`src/rtl/frame_load_sequencer.sv`:
```
// Frame loader: unpacks FIFO words into pixels and writes them to the
// back bank of a multi-bank image memory, then flips the front bank.
//
// Ports:
//   clk50, reset     - clock, async active-high reset
//   start            - one-cycle frame load request (IDLE/RUN only)
//   fifo_dout/valid  - first-word-fall-through FIFO head and not-empty
//   fifo_level       - FIFO occupancy, drives SDRAM pause/unpause
//   fifo_pop         - consume head word this cycle (combinational)
//   sdram_pause      - registered pause request
//   sdram_unpause    - registered unpause request
//   mem_we/addr/din  - image memory write port, addr = {bank, pixel}
//   front_bank       - bank currently shown by the display
//   busy             - high while loading or swapping
//   load_done        - one-cycle pulse when a frame completes
//
// Optional build macro FRAME_LOADER_AUTOSTART_EN: leave IDLE for LOAD
// on the first clock after reset without waiting for start.

module frame_load_sequencer #(
  parameter int FIFO_W      = 16,
  parameter int PIXEL_BYTES = 3,
  parameter int N_PIXELS    = 512,
  parameter int N_BANKS     = 2,
  parameter int LEVEL_W     = 10,
  parameter int HW_MARK     = 384,
  parameter int LW_MARK     = 128,
  localparam int PIX_W      = $clog2(N_PIXELS),
  localparam int BANK_W     = $clog2(N_BANKS),
  localparam int ADDR_W     = PIX_W + BANK_W,
  localparam int DIN_W      = PIXEL_BYTES * 8
) (
  input  logic               clk50,
  input  logic               reset,
  input  logic               start,
  input  logic [FIFO_W-1:0]  fifo_dout,
  input  logic               fifo_valid,
  input  logic [LEVEL_W-1:0] fifo_level,
  output logic               fifo_pop,
  output logic               sdram_pause,
  output logic               sdram_unpause,
  output logic               mem_we,
  output logic [ADDR_W-1:0]  mem_addr,
  output logic [DIN_W-1:0]   mem_din,
  output logic [BANK_W-1:0]  front_bank,
  output logic               busy,
  output logic               load_done
);

  localparam int WORD_BYTES = FIFO_W / 8;
  localparam int ACC_BYTES  = PIXEL_BYTES - 1 + WORD_BYTES;
  localparam int ACC_W      = ACC_BYTES * 8;
  localparam int CNT_W      = $clog2(ACC_BYTES + 1);
  localparam int IDX_W      = PIX_W + 1;

  localparam logic [CNT_W-1:0]   PB_C   = CNT_W'(PIXEL_BYTES);
  localparam logic [CNT_W-1:0]   WB_C   = CNT_W'(WORD_BYTES);
  localparam logic [IDX_W-1:0]   NPIX_C = IDX_W'(N_PIXELS);
  localparam logic [LEVEL_W-1:0] HW_C   = LEVEL_W'(HW_MARK);
  localparam logic [LEVEL_W-1:0] LW_C   = LEVEL_W'(LW_MARK);
  localparam logic [BANK_W-1:0]  ONE_B  = BANK_W'(1);

  typedef enum logic [1:0] {
    S_IDLE,
    S_LOAD,
    S_SWAP,
    S_RUN
  } state_t;

  state_t             state_q, state_d;
  logic [ACC_W-1:0]   acc_q, acc_d;
  logic [CNT_W-1:0]   cnt_q, cnt_d;
  logic [IDX_W-1:0]   idx_q, idx_d;
  logic [BANK_W-1:0]  front_q, front_d;
  logic [BANK_W-1:0]  back_q, back_d;
  logic               pause_q, pause_d;
  logic               unpause_q, unpause_d;

  logic               boot;
  logic               in_load;
  logic               emit;
  logic               pop;
  logic               frame_end;
  logic               hi_lvl;
  logic [CNT_W-1:0]   rem;
  logic [IDX_W-1:0]   idx_nxt;
  logic [ACC_W-1:0]   acc_shift;

`ifdef FRAME_LOADER_AUTOSTART_EN
  logic boot_q;

  always_ff @(posedge clk50 or posedge reset) begin
    if (reset) boot_q <= 1'b1;
    else       boot_q <= 1'b0;
  end

  assign boot = boot_q;
`else
  assign boot = 1'b0;
`endif

  // Datapath: emit the oldest pixel when enough bytes are buffered,
  // refill only when what remains cannot form the next pixel.
  always_comb begin
    in_load   = (state_q == S_LOAD);
    emit      = in_load && (cnt_q >= PB_C) && (idx_q < NPIX_C);
    rem       = emit ? (cnt_q - PB_C) : cnt_q;
    idx_nxt   = idx_q + IDX_W'(emit);
    pop       = in_load && fifo_valid && (rem < PB_C) &&
                (idx_nxt < NPIX_C);
    frame_end = emit && (idx_nxt == NPIX_C);
    acc_shift = emit ? (acc_q << (PIXEL_BYTES * 8)) : acc_q;
    hi_lvl    = (fifo_level >= HW_C);
  end

  // Next-state and register inputs.
  always_comb begin
    state_d   = state_q;
    front_d   = front_q;
    back_d    = back_q;
    idx_d     = idx_nxt;
    cnt_d     = pop ? (rem + WB_C) : rem;
    acc_d     = acc_shift;
    pause_d   = !in_load || hi_lvl;
    unpause_d = in_load && (fifo_level <= LW_C) && !hi_lvl;

    // Appended bytes sit directly behind the residual ones, MSB first.
    if (pop) begin
      for (int j = 0; j < ACC_BYTES; j++) begin
        for (int k = 0; k < WORD_BYTES; k++) begin
          if (int'(rem) + k == j) begin
            acc_d[ACC_W-1-8*j -: 8] = fifo_dout[FIFO_W-1-8*k -: 8];
          end
        end
      end
    end

    unique case (state_q)
      S_IDLE: begin
        if (start || boot) begin
          state_d = S_LOAD;
          back_d  = front_q + ONE_B;
          idx_d   = '0;
          cnt_d   = '0;
          acc_d   = '0;
        end
      end
      S_LOAD: begin
        if (frame_end) state_d = S_SWAP;
      end
      S_SWAP: begin
        state_d = S_RUN;
        front_d = back_q;
        cnt_d   = '0;
        acc_d   = '0;
      end
      S_RUN: begin
        if (start) begin
          state_d = S_LOAD;
          back_d  = front_q + ONE_B;
          idx_d   = '0;
          cnt_d   = '0;
          acc_d   = '0;
        end
      end
      default: state_d = S_IDLE;
    endcase
  end

  always_ff @(posedge clk50 or posedge reset) begin
    if (reset) begin
      state_q   <= S_IDLE;
      acc_q     <= '0;
      cnt_q     <= '0;
      idx_q     <= '0;
      front_q   <= '0;
      back_q    <= '0;
      pause_q   <= 1'b0;
      unpause_q <= 1'b0;
    end else begin
      state_q   <= state_d;
      acc_q     <= acc_d;
      cnt_q     <= cnt_d;
      idx_q     <= idx_d;
      front_q   <= front_d;
      back_q    <= back_d;
      pause_q   <= pause_d;
      unpause_q <= unpause_d;
    end
  end

  assign fifo_pop      = pop;
  assign sdram_pause   = pause_q;
  assign sdram_unpause = unpause_q;
  assign mem_we        = emit;
  assign mem_addr      = emit ? {back_q, idx_q[PIX_W-1:0]} : '0;
  assign mem_din       = emit ? acc_q[ACC_W-1 -: DIN_W] : '0;
  assign front_bank    = front_q;
  assign busy          = in_load || (state_q == S_SWAP);
  assign load_done     = (state_q == S_SWAP);

endmodule

```
`config.mk`:
```
export PLATFORM = sky130hd
export DESIGN_NAME = frame_load_sequencer
export DESIGN_NICKNAME = d
export VERILOG_FILES = /design/src/rtl/frame_load_sequencer.sv
export SDC_FILE = /design/constraint.sdc
export NUM_CORES = 1
export LEC_CHECK = 0
export BUFFER_PORTS_ARGS = -buffer_cell sky130_fd_sc_hd__buf_2
export CORE_ASPECT_RATIO = 1.5
export CORE_UTILIZATION = 40
export DETAILED_ROUTE_END_ITERATION = 8
export GPL_TIMING_DRIVEN = 0
export PLACE_DENSITY = 0.58
export REMOVE_ABC_BUFFERS = 1
export SLEW_MARGIN = 40
export SYNTH_ARGS = -nofsm -noshare
export SYNTH_HDL_FRONTEND = slang
export SYNTH_SLANG_ARGS = --single-unit
export TNS_END_PERCENT = 30
```
`constraint.sdc`:
```
create_clock -name clk50 -period 6.82 [get_ports clk50]
set_clock_uncertainty 0.2 [all_clocks]
set_input_delay 1.364 -clock clk50 [delete_from_list [all_inputs] [get_ports clk50]]
set_output_delay 1.364 -clock clk50 [all_outputs]
set_load 0.03 [all_outputs]
```
Word level (Yosys, flattened, before mapping)
Index checks and enable logic that the tools add are counted.
- register bits after elaboration: 51
- logic and storage cells: 72
- input port bits: 30
- output and inout bits: 41
- mux-type cells: 23
- order comparisons: 6
- equality and inequality tests: 12
- $add $sub $neg: 5
- reductions and logical operators: 18
- operator list (operator ; number):
    $mux 32 ; 3
    $logic_not 32->1 ; 2
    $mux 8 ; 8
    $pmux 32 s2 ; 1
    $eq 32x2->1 const B ; 1
    $eq 32x3->1 const B ; 1
    $mux 10 ; 3
    $mux 24 ; 1
    $lt 10x10->1 const B ; 2
    $add 10x1->10 ; 1
    $eq 10x10->1 const B ; 1
    $ge 10x9->1 const B ; 1
    $le 10x8->1 const B ; 1
    $mux 3 ; 3
    $logic_and 1x1->1 ; 8
    $eq 3x3->1 const B ; 2
    $pmux 2 s3 ; 1
    $pmux 3 s2 ; 1
    $add 3x1->4 const B ; 1
    $eq 2x2->1 const B ; 2
    $eq 4x2->1 const B ; 1
    $mux 2 ; 2
    $ne 2x1->1 const B ; 2
    $reduce_and 2->1 ; 2
    other kinds (11) ; 13

Longest topological paths before layout
- depth after elaboration: 10
- mapped depth: 15
- gate-level depth less buffers: 13

Least setup slack after synthesis
Ideal clock, no wire load.
- path kind: register -> output
- start point: reg cnt_q[1]
- end point: out fifo_pop
- cell stages (with the launch flop): 13
- arrival time: 3.362 ns
- path slack: 1.894 ns
- path buffers: 2
- data required time: 5.256 ns
- cells stage by stage: dfrtp_1 -> ha_1 -> ha_1 -> a211o_4 -> nand2_1 -> inv_1 -> clkbuf_1 -> ha_1 -> nand3_1 -> nor3_2 -> xor2_2 -> nor2_1 -> clkbuf_1
- cells in the longest elaborated chain, start to end: 7
- elaborated cells on any way between the ends: 10
- classes of those cells: 2 x add/sub; 3 x order compare; 1 x mux; 4 x reduce/logical
- ends and longest elaborated chain (what ; line ; text):
    start: declaration ; 72 ; logic [CNT_W-1:0] cnt_q, cnt_d;
    start signal: assignment ; 183 ; cnt_q <= cnt_d;
    $ge 3x2->1 (*) ; 106 ; emit = in_load && (cnt_q >= PB_C) && (idx_q < NPIX_C);
    $logic_and 1x1->1 (*) (2 in a row) ; 106 ;
    named net mem_we ; 42 ; output logic mem_we,
    branches (longest 3 deep; another with $add 10x1->10) ; -- ;
    $logic_and 1x1->1 (*) ; 109 ; pop = in_load && fifo_valid && (rem < PB_C) &&
    end: declaration ; 39 ; output logic fifo_pop,
Mark *: on every way through the listed nets, which the timed path passes.

Final worst setup path
- start point: reg cnt_q[0]
- end point: out fifo_pop
- cells in the longest elaborated chain, start to end: 7
- elaborated cells on any way between the ends: 10
- classes of those cells: 2 x add/sub; 3 x order compare; 1 x mux; 4 x reduce/logical
- ends and longest elaborated chain (what ; line):
    branches (longest 6 deep; another with $add 10x1->10) ; --
    $logic_and 1x1->1 (*) ; 109
Every way passes the cells marked *.

==> summary.txt <==
Flop-to-flop setup slack - 1820 ps
RR Startpoint - cnt_q[0]
Max Fclk - 0.161 GHz
Slew @ Worst Pin - 816 ps
Core ar. - 7660 µm²
Worst min-delay path endpoint - back_q
Final net count - 455
Dpl ws - 909 ps
Relative slew slack - 45.3%
ANT nets after route - 0
Syn Std Cell Area - 3190 µm²
Synth Flop Type - dfrtp_1
Core Rows - 39
Setup WS post-layout - 609 ps
Max cap viols - 0
Via/cell ratio - 5.49
FF+latch count, synth - 51
Most frequent cells after synthesis - nand2_1 (62), dfrtp_1 (51), and3_1 (32)
Worst Hold Depth - 1
Vias in the first global route - 2781
Die Y - 111 µm
Initial antenna violation count - 0
Vias - 2854
Worst Path Max Fanout - 35
Iter 0 DRT Violations - 95
Clock power share - 23.6%
DR DRC count - 0
Die Footprint - 8330 µm²
Busiest grt layer - met2
Grt ovf - 0
Die width - 74.9 µm
CP Capture Type - primary output
Layout area overhead - 20.3%
R2R depth - 12
Gate power share - 43.0%
Cell variety after synth - 54
Kind of critical path - reg2out
Crit path time final - 6210 ps
Slew Limit Fails - 0
Worst Path Arrival - 4650 ps
CTS root buf - clkbuf_16
Count leader, synth - nand2_1
Largest net degree at the start of global routing - 39
TritonCTS clock tree - built
Finished Layout Cells - 520
Ant diodes - 0
Placed cell count - 512
Required @ worst endpoint - 5260 ps
Sw Pwr - 0.000451 W
RR Endpoint - acc_q[4]
First-pass GRT wire length - 14400 µm
Hold buffer count at CTS - 0
EDFF count, synth - 0
P_leak - 1.90 nW
Endpoints failing setup - 0
Worst setup SP type - register
Top cells by area, synth - dfrtp_1 (40%), nand2_1 (7.3%), and3_1 (6.3%)
Hold_sp - front_bank
RSZ-0062 raised after global routing - no
Post-DP Area - 3670 µm²
GP Congestion - 0.800
Max VDD drop - 161 µV
Area leader, netlist - dfrtp_1
GR Util met2 - 41.1%
Hold Crit Class - reg2reg
CTS buffer count - 5
Layout cell share with drive strength beyond 1 - 25.4%
Hold Fails Final Rpt - 0
WL/cell - 17.1 µm
Internal Dissipation - 0.000679 W
Post-synth ARST share - 100%
GR Layer Usage met1 - 27.4%
I/O Buffers - 70
Final period util - 91.1%
TritonRoute pass-1 iters - 4
GRT Overall Usage - 22.7%
Max H-tree Level - 2
Switching share of total power - 39.9%
Power density over cell area - 295 nW/µm²
Sequential fraction of design power - 33.4%
# IOs - 71
Hpwl dp - 6210 µm
Seq/Total Area, Yosys - 40.1%
Post-CTS Setup Inserts - 0
Cells after Synth - 360
Post-CTS sizing - 0
Routed WL - 8900 µm
Design area - 3830 µm²
Syn Area/Cell - 8.85 µm²
M3 GR Usage - 2.55%
Clock-pin slew on the worst setup and hold paths - 70 ps
Synth warn - 0
CTS sink cnt - 51
Initial Util - 41.6%
Clk buf depth - 2
Worst-skew pair later-pin latency - 290 ps
Post-synth top area share - 40.1%
Status - finished clean
==> routing by layer <==
layer | wire length (µm) | up-vias
met2 | 4650 | 70
met4 | 125 | 0
met1 | 3830 | 1375
li1 | - | 1400
met5 | 0 | -
met3 | 296 | 9
==> worst max-delay path, cell delays in order, from the launching register on <==
cell and delay, ps:
dfrtp_1 590, ha_1 220, ha_1 270, a211o_4 370
nand2_2 510, inv_1 590, ha_1 380, nand3_1 120
nor3_2 180, xor2_2 230, nor2_2 550, buf_2 310
==> area by class of cell <==
class | count | area, µm²
Fill cell | 773 | 3830
Multi-Input combinational cell | 273 | 1780
Sequential cell | 51 | 1280
Timing Repair Buffer | 76 | 448
Clock buffer | 8 | 156
Tap cell | 102 | 128
Inverter | 10 | 40.0
==> metrics by stage <==
step | TNS (ps) | total power, W | utilization [%] | hold WS (ps)
after floorplan | 0 | 0.000669 | - | 258
after global routing | 0 | 0.00120 | 50.0 | 313
after detailed placement | 0 | 0.000870 | 48.0 | 281
final | 0 | 0.00113 | 50.0 | 281
after CTS | 0 | 0.00114 | 50.0 | 289
after global placement | -36210 | 0.000794 | 46.2 | 265
==> cell usage in the layout, fill, tap and decap left out, types with 9 or more instances in the layout <==
master,count
and3_1,32
nor2_1,24
o22ai_1,9
dfrtp_1,51
a21oi_1,30
a21o_1,11
inv_1,9
nand2_1,61
a211oi_1,9
buf_2,70
==> power by group through the flow <==
stage,Clock [W],Sequential (W),Combinational (W)
4_1_cts,0.000272,0.000378,0.000490
3_3_place_gp,0,0.000381,0.000412
3_5_place_dp,0,0.000383,0.000487
5_1_grt,0.000283,0.000384,0.000530
6_report,0.000267,0.000377,0.000486
2_1_floorplan,0,0.000384,0.000285
==> kinds of logic (layout without fill, tap and decap cells) <==
family,count (synthesis),count (layout),synth area share (%)
AO/OA/AOI/OAI,101,101,24.4
XOR/XNOR,8,8,2.44
adder cells (fa/ha/maj),8,8,3.14
buffers and inverters,36,94,5.11
flip-flops,51,51,40.1
multiplexers,1,1,0.353
AND/OR/NAND/NOR,155,155,24.5
==> worst max-delay path by stage <==
stage / from / to / cells after the start
2_1_floorplan: state_q[1] / fifo_pop / 10
3_3_place_gp: state_q[1] / fifo_pop / 11
3_5_place_dp: cnt_q[0] / fifo_pop / 11
4_1_cts: cnt_q[0] / fifo_pop / 11
5_1_grt: cnt_q[0] / fifo_pop / 11
6_report: cnt_q[0] / fifo_pop / 11
==> registers in the layout, indices dropped and copies added (netlist names) <==
| name | count |
|---|---|
| back_q | 1 |
| idx_q | 10 |
| acc_q | 32 |
| cnt_q | 3 |
| front_bank | 1 |
| sdram_unpause | 1 |
| state_q | 2 |
| sdram_pause | 1 |
Power figures use the tool's default switching activity.
